`src/rtl/mon_mem_resp_pkg.sv`:
```
// Shared definitions for the monitor memory responder: FSM encoding, target
// select constants and the out-of-range read pattern.
package mon_mem_resp_pkg;

    typedef logic [2:0] state_t;

    localparam state_t S_IDLE = 3'd0;
    localparam state_t S_WR   = 3'd1;
    localparam state_t S_RD   = 3'd2;
    localparam state_t S_RCAP = 3'd3;
    localparam state_t S_DONE = 3'd4;
    localparam state_t S_REL  = 3'd5;

    localparam logic        TGT_IMEM = 1'b1;
    localparam logic [31:0] BAD_DATA = 32'hDEADBEEF;

    // Read-latency counter width; covers RD_LAT = 1..3.
    localparam int unsigned CNT_W = 2;

    // Byte address to RAM word index, dropping the byte offset and wrapping.
    function automatic logic [31:0] word_of(input logic [31:0] adr);
        return adr >> 2;
    endfunction

endpackage

```
`src/rtl/mon_rd_lat_cnt.sv`:
```
// RAM read-latency down-counter. zero_c is high on the cycle whose decrement
// brings the count to zero, so the read state lasts exactly RD_LAT cycles.
module mon_rd_lat_cnt
    import mon_mem_resp_pkg::*;
#(
    parameter int unsigned RD_LAT = 1
) (
    input  logic clk,
    input  logic rst_n,
    input  logic load,
    input  logic dec,
    output logic zero_c
);

    logic [CNT_W-1:0] cnt;

    always_ff @(posedge clk or negedge rst_n) begin
        if (!rst_n) begin
            cnt <= '0;
        end else if (load) begin
            cnt <= CNT_W'(RD_LAT);
        end else if (dec && (cnt != '0)) begin
            cnt <= cnt - CNT_W'(1);
        end
    end

    assign zero_c = (cnt <= CNT_W'(1));

endmodule

```
`src/rtl/mon_mem_resp.sv`:
```
// Memory-side responder for the UART monitor: waits for the CPU to halt, then
// performs one word read or write on the instruction or data RAM per request.
// Optional address range checking is enabled with MON_RANGE_CHK_EN.
module mon_mem_resp
    import mon_mem_resp_pkg::*;
#(
    parameter int unsigned IWIDTH = 14,
    parameter int unsigned DWIDTH = 14,
    parameter int unsigned RD_LAT = 1
) (
    input  logic              clk,
    input  logic              rst_n,
    input  logic              u_read_req,
    input  logic              u_read_w,
    input  logic [31:0]       u_read_adr,
    output logic              read_valid,
    output logic [31:0]       read_data,
    input  logic              u_write_req,
    input  logic              u_write_w,
    input  logic [31:0]       u_write_adr,
    input  logic [31:0]       u_write_data,
    output logic              write_finish,
`ifdef MON_RANGE_CHK_EN
    output logic              range_err,
`endif
    input  logic              cpu_run,
    output logic              mon_busy,
    output logic [IWIDTH-1:0] imem_adr,
    output logic              imem_we,
    output logic [31:0]       imem_wdata,
    input  logic [31:0]       imem_rdata,
    output logic [DWIDTH-1:0] dmem_adr,
    output logic              dmem_we,
    output logic [31:0]       dmem_wdata,
    input  logic [31:0]       dmem_rdata
);

    state_t      state;
    state_t      state_next;
    logic        grant_wr;
    logic        grant_rd;
    logic        sel_w;
    logic [31:0] sel_adr;
    logic        sel_oor;
    logic        tgt;
    logic        oor;
    logic        lat_zero_c;

    logic              read_valid_d;
    logic [31:0]       read_data_d;
    logic              write_finish_d;
    logic              mon_busy_d;
    logic [IWIDTH-1:0] imem_adr_d;
    logic              imem_we_d;
    logic [31:0]       imem_wdata_d;
    logic [DWIDTH-1:0] dmem_adr_d;
    logic              dmem_we_d;
    logic [31:0]       dmem_wdata_d;

    // Byte offsets (and, without range checking, upper bits) are don't-care.
    logic unused_adr;
    assign unused_adr = ^{u_read_adr, u_write_adr};

    assign sel_w   = grant_wr ? u_write_w   : u_read_w;
    assign sel_adr = grant_wr ? u_write_adr : u_read_adr;

`ifdef MON_RANGE_CHK_EN
    assign sel_oor = (sel_w == TGT_IMEM) ? ((sel_adr >> (IWIDTH + 2)) != 32'd0)
                                         : ((sel_adr >> (DWIDTH + 2)) != 32'd0);
`else
    assign sel_oor = 1'b0;
`endif

    mon_rd_lat_cnt #(
        .RD_LAT (RD_LAT)
    ) u_lat (
        .clk    (clk),
        .rst_n  (rst_n),
        .load   (grant_rd),
        .dec    (state == S_RD),
        .zero_c (lat_zero_c)
    );

    // State register
    always_ff @(posedge clk or negedge rst_n) begin
        if (!rst_n) begin
            state <= S_IDLE;
        end else begin
            state <= state_next;
        end
    end

    // Next state; a write wins over a simultaneous read
    always_comb begin
        state_next = state;
        grant_wr   = 1'b0;
        grant_rd   = 1'b0;
        case (state)
            S_IDLE: begin
                if (!cpu_run) begin
                    if (u_write_req) begin
                        grant_wr   = 1'b1;
                        state_next = S_WR;
                    end else if (u_read_req) begin
                        grant_rd   = 1'b1;
                        state_next = S_RD;
                    end
                end
            end
            S_WR:   state_next = S_DONE;
            S_RD:   if (lat_zero_c) state_next = S_RCAP;
            S_RCAP: state_next = S_DONE;
            S_DONE: state_next = S_REL;
            S_REL:  if (!u_write_req && !u_read_req) state_next = S_IDLE;
            default: state_next = S_IDLE;
        endcase
    end

    // Output next values, registered below
    always_comb begin
        imem_adr_d     = imem_adr;
        dmem_adr_d     = dmem_adr;
        imem_wdata_d   = imem_wdata;
        dmem_wdata_d   = dmem_wdata;
        imem_we_d      = 1'b0;
        dmem_we_d      = 1'b0;
        read_data_d    = read_data;
        read_valid_d   = (state == S_RCAP);
        write_finish_d = (state == S_WR);
        mon_busy_d     = (state_next != S_IDLE);

        if (grant_wr || grant_rd) begin
            if (sel_w == TGT_IMEM) begin
                imem_adr_d = IWIDTH'(word_of(sel_adr));
            end else begin
                dmem_adr_d = DWIDTH'(word_of(sel_adr));
            end
        end

        if (grant_wr) begin
            if (sel_w == TGT_IMEM) begin
                imem_wdata_d = u_write_data;
                imem_we_d    = !sel_oor;
            end else begin
                dmem_wdata_d = u_write_data;
                dmem_we_d    = !sel_oor;
            end
        end

        if (state == S_RCAP) begin
            if (oor) begin
                read_data_d = BAD_DATA;
            end else begin
                read_data_d = (tgt == TGT_IMEM) ? imem_rdata : dmem_rdata;
            end
        end
    end

    // Output and per-access registers
    always_ff @(posedge clk or negedge rst_n) begin
        if (!rst_n) begin
            tgt          <= 1'b0;
            oor          <= 1'b0;
            read_valid   <= 1'b0;
            read_data    <= '0;
            write_finish <= 1'b0;
            mon_busy     <= 1'b0;
            imem_adr     <= '0;
            imem_we      <= 1'b0;
            imem_wdata   <= '0;
            dmem_adr     <= '0;
            dmem_we      <= 1'b0;
            dmem_wdata   <= '0;
        end else begin
            if (grant_wr || grant_rd) begin
                tgt <= sel_w;
                oor <= sel_oor;
            end
            read_valid   <= read_valid_d;
            read_data    <= read_data_d;
            write_finish <= write_finish_d;
            mon_busy     <= mon_busy_d;
            imem_adr     <= imem_adr_d;
            imem_we      <= imem_we_d;
            imem_wdata   <= imem_wdata_d;
            dmem_adr     <= dmem_adr_d;
            dmem_we      <= dmem_we_d;
            dmem_wdata   <= dmem_wdata_d;
        end
    end

`ifdef MON_RANGE_CHK_EN
    // Sticky out-of-range flag
    always_ff @(posedge clk or negedge rst_n) begin
        if (!rst_n) begin
            range_err <= 1'b0;
        end else if ((grant_wr || grant_rd) && sel_oor) begin
            range_err <= 1'b1;
        end
    end
`endif

endmodule

```
`config.mk`:
```
export PLATFORM = sky130hd
export DESIGN_NAME = mon_mem_resp
export DESIGN_NICKNAME = d
export VERILOG_FILES = /design/src/rtl/mon_mem_resp_pkg.sv /design/src/rtl/mon_rd_lat_cnt.sv /design/src/rtl/mon_mem_resp.sv
export SDC_FILE = /design/constraint.sdc
export NUM_CORES = 1
export LEC_CHECK = 0
export BUFFER_PORTS_ARGS = -buffer_cell sky130_fd_sc_hd__buf_2
export CAP_MARGIN = 20
export CELL_PAD_IN_SITES_DETAIL_PLACEMENT = 0
export CELL_PAD_IN_SITES_GLOBAL_PLACEMENT = 1
export CORE_AREA = 2 2 177 92
export CTS_CLUSTER_SIZE = 10
export DETAILED_ROUTE_END_ITERATION = 10
export DIE_AREA = 0 0 179 94
export GPL_ROUTABILITY_DRIVEN = 0
export GPL_TIMING_DRIVEN = 0
export PLACE_DENSITY_LB_ADDON = 0.1
export SLEW_MARGIN = 40
export SYNTH_ARGS = -nofsm -noshare
export SYNTH_HDL_FRONTEND = slang
export SYNTH_SLANG_ARGS = --single-unit
```
`constraint.sdc`:
```
create_clock -name clk -period 3.25 [get_ports clk]
set_clock_uncertainty 0.1 [all_clocks]
set_input_delay 0.4875 -clock clk [delete_from_list [all_inputs] [get_ports clk]]
set_output_delay 0.4875 -clock clk [all_outputs]
set_load 0.02 [all_outputs]
```
==> run metrics <==
outcome finished clean; RSZ-0062 raised after global routing false; Final Hold Vio Count 0; # nets final 872; Total Wirelength 13600 microns; most frequent cells in the layout buf_2 (262), dfrtp_1 (135), mux2i_1 (74); vias in the first global route 4095; Final Slew Violations 0; synth unique cells 28; largest net degree at the start of global routing 60; postcts setup bufs 0; Root Driver clkbuf_16; htree depth 4; setup violators final 0; Worst Hold Depth 2; worst hold slack 227 ps; Yosys top cell by area dfrtp_1; minimum clock period 2180 ps; clk buf depth 2; Static Leak 4.23 nW; Clock Power Share 0.237; area of the multi-input gates 0.00196 sq mm; first-pass GRT wire length 20900 microns; DR vias 4134; fraction of layout cells with a size suffix above 1 0.517; Cell Area, Synth 0.00558 sq mm; Num CTS Buffers 17; post-DP HPWL 10300 microns; CTS tree yes; f_max 459 MHz; routed len/inst 14.8 microns; Peak VDD IR 0.000428 V; worst slew pin tran 696 ps; CP Launch Type flip-flop; Reg power frac 0.368; Worst R2R Path Depth 5; largest fanout on the critical path 10; Synth Instances 423; Yosys top cell area share 0.606; Avg Cell Area, Syn 13.2 sq um; width of the die 179 microns; slew margin rel. 0.536; synthesized flop and latch total 135; Worst-path clk slew 60 ps; Die Ht 94 microns; max-cap viol count 0; Antenna Nets Post-Route 0; Hold Path Class in2reg; DR pass1 iterations 4; clk_lat worst skew 400 ps; Internal 0.00474 W; PostCTS Resize Cnt 0; Placed Cells 888; DRC 0; Worst Setup Path Type reg2reg; leading cell type in the layout, fill and taps excluded buf_2; Net Sw Power 0.00297 W; number of top-level pins 296; Final Instance Area 0.00777 sq mm; register area share after synthesis 0.606; number of clock sinks 135; critical path required time 3470 ps; total grt overflow 0; yosys warns 0; core area 0.0152 sq mm; synth-to-layout area growth 39.3%; area occupied by registers 0.00338 sq mm; Die ar. 0.0168 sq mm; Syn Nets 591; # rows 32; element type at the critical path end flip-flop; initial DRC count 140; Starting Density 0.367; pwr/cell area 992 mW/mm^2; combinational share of power 0.395; Layout Cells excl Fill 921; placed inst area 0.00719 sq mm; Sw Ratio 0.385; ranking of synthesized cells by area dfrtp_1 (61%), mux2i_1 (13%), mux2_2 (13%); diode count 0; FILL cells 1395; crit path DAT 2400 ps; via/cell ratio 4.49; Tcrit/Tclk final 0.670; initial antenna violation count 0; Buffers on Ports 259; Total GRT Usage 0.163
-- cells in the mapped netlist --
cell,count
a211oi_1,1
a21o_1,2
a21oi_2,1
and3b_1,1
buf_1,2
buf_2,4
buf_4,5
buf_6,1
clkbuf_1,9
dfrtp_1,135
ha_1,1
inv_1,33
mux2_2,64
mux2i_1,74
nand2_1,36
nand2b_1,1
nand3b_1,2
nor2_1,6
nor2b_1,3
nor3b_4,1
nor4_1,1
nor4b_2,1
o211ai_1,1
o21ai_0,34
o21ai_2,1
o31a_1,1
or3b_2,1
xnor2_1,1
-- registers in the layout, indices dropped and copies added, names as in the netlist, 2 cells and up --
signal and count:
dmem_wdata 32, read_data 32, state 3, dmem_adr 14
imem_wdata 32, imem_adr 14, u_lat.cnt 2
-- power by group through the flow --
| stage | registers [W] | logic, W | clock network, W |
|---|---|---|---|
| 3_3_place_gp | 0.00284 | 0.00306 | 0 |
| 2_1_floorplan | 0.00381 | 0.000959 | 0 |
| 5_1_grt | 0.00294 | 0.00330 | 0.00196 |
| 6_report | 0.00284 | 0.00304 | 0.00183 |
| 4_1_cts | 0.00284 | 0.00310 | 0.00188 |
| 3_5_place_dp | 0.00286 | 0.00310 | 0 |
-- critical path: stages, from the launching register on --
cell and delay (ps):
dfrtp_1 460, nor4b_2 370, nand3b_1 360, o21ai_2 290, buf_4 310, mux2i_1 210
-- stage by stage --
step	setup TNS [ps]	total power, W	utilization	setup WS [ps]
global placement	-47070	0.00590	0.470	-365
global route	0	0.00820	0.512	893
detailed placement	0	0.00596	0.474	996
finish	0	0.00771	0.512	1070
floorplan	0	0.00477	-	1360
CTS	0	0.00782	0.512	1050
-- final timing paths --
check / startpoint / endpoint / slack, ps
worst max-delay path: state[2] / imem_adr[10] / 1070
worst min-delay path: u_write_data[21] / imem_wdata[21] / 230
worst max register to register: state[2] / imem_adr[10] / 1070
worst min register to register: read_data[8] / read_data[8] / 370
max in group asynchronous: rst_n / imem_wdata[0] / 1770
min in group asynchronous: rst_n / read_data[27] / 430
-- logic make-up after synthesis --
family | synth area share
XOR/XNOR | 0.00157
flip-flops | 0.606
adder cells (fa/ha/maj) | 0.00224
buffers and inverters | 0.0420
AO/OA/AOI/OAI | 0.0406
multiplexers | 0.262
AND/OR/NAND/NOR | 0.0458
-- metal layers --
layer | share of wire | wire length (microns) | up-vias | global-route usage
met5 | 0 | 0 | - | 0
met4 | 0.0078 | 106 | 0 | 0.0454
met3 | 0.079 | 1080 | 9 | 0.0591
met2 | 0.46 | 6220 | 144 | 0.263
met1 | 0.46 | 6190 | 1968 | 0.208
li1 | - | - | 2013 | -
-- cell type report --
| type | count | area share |
|---|---|---|
| Sequential cell | 135 | 0.435 |
| Clock buffer | 19 | 0.0570 |
| Clock inverter | 13 | 0.0158 |
| Multi-Input combinational cell | 234 | 0.253 |
| Timing Repair Buffer | 262 | 0.177 |
| Inverter | 33 | 0.0159 |
| Buffer | 21 | 0.0142 |
| Tap cell | 204 | 0.0329 |
-- timing repair --
item,in CTS,in global routing
hold endpoints to repair,31,0
setup endpoints to repair,0,0
hold buffers,1,0
Note: power is estimated with default switching activity, not from simulation.
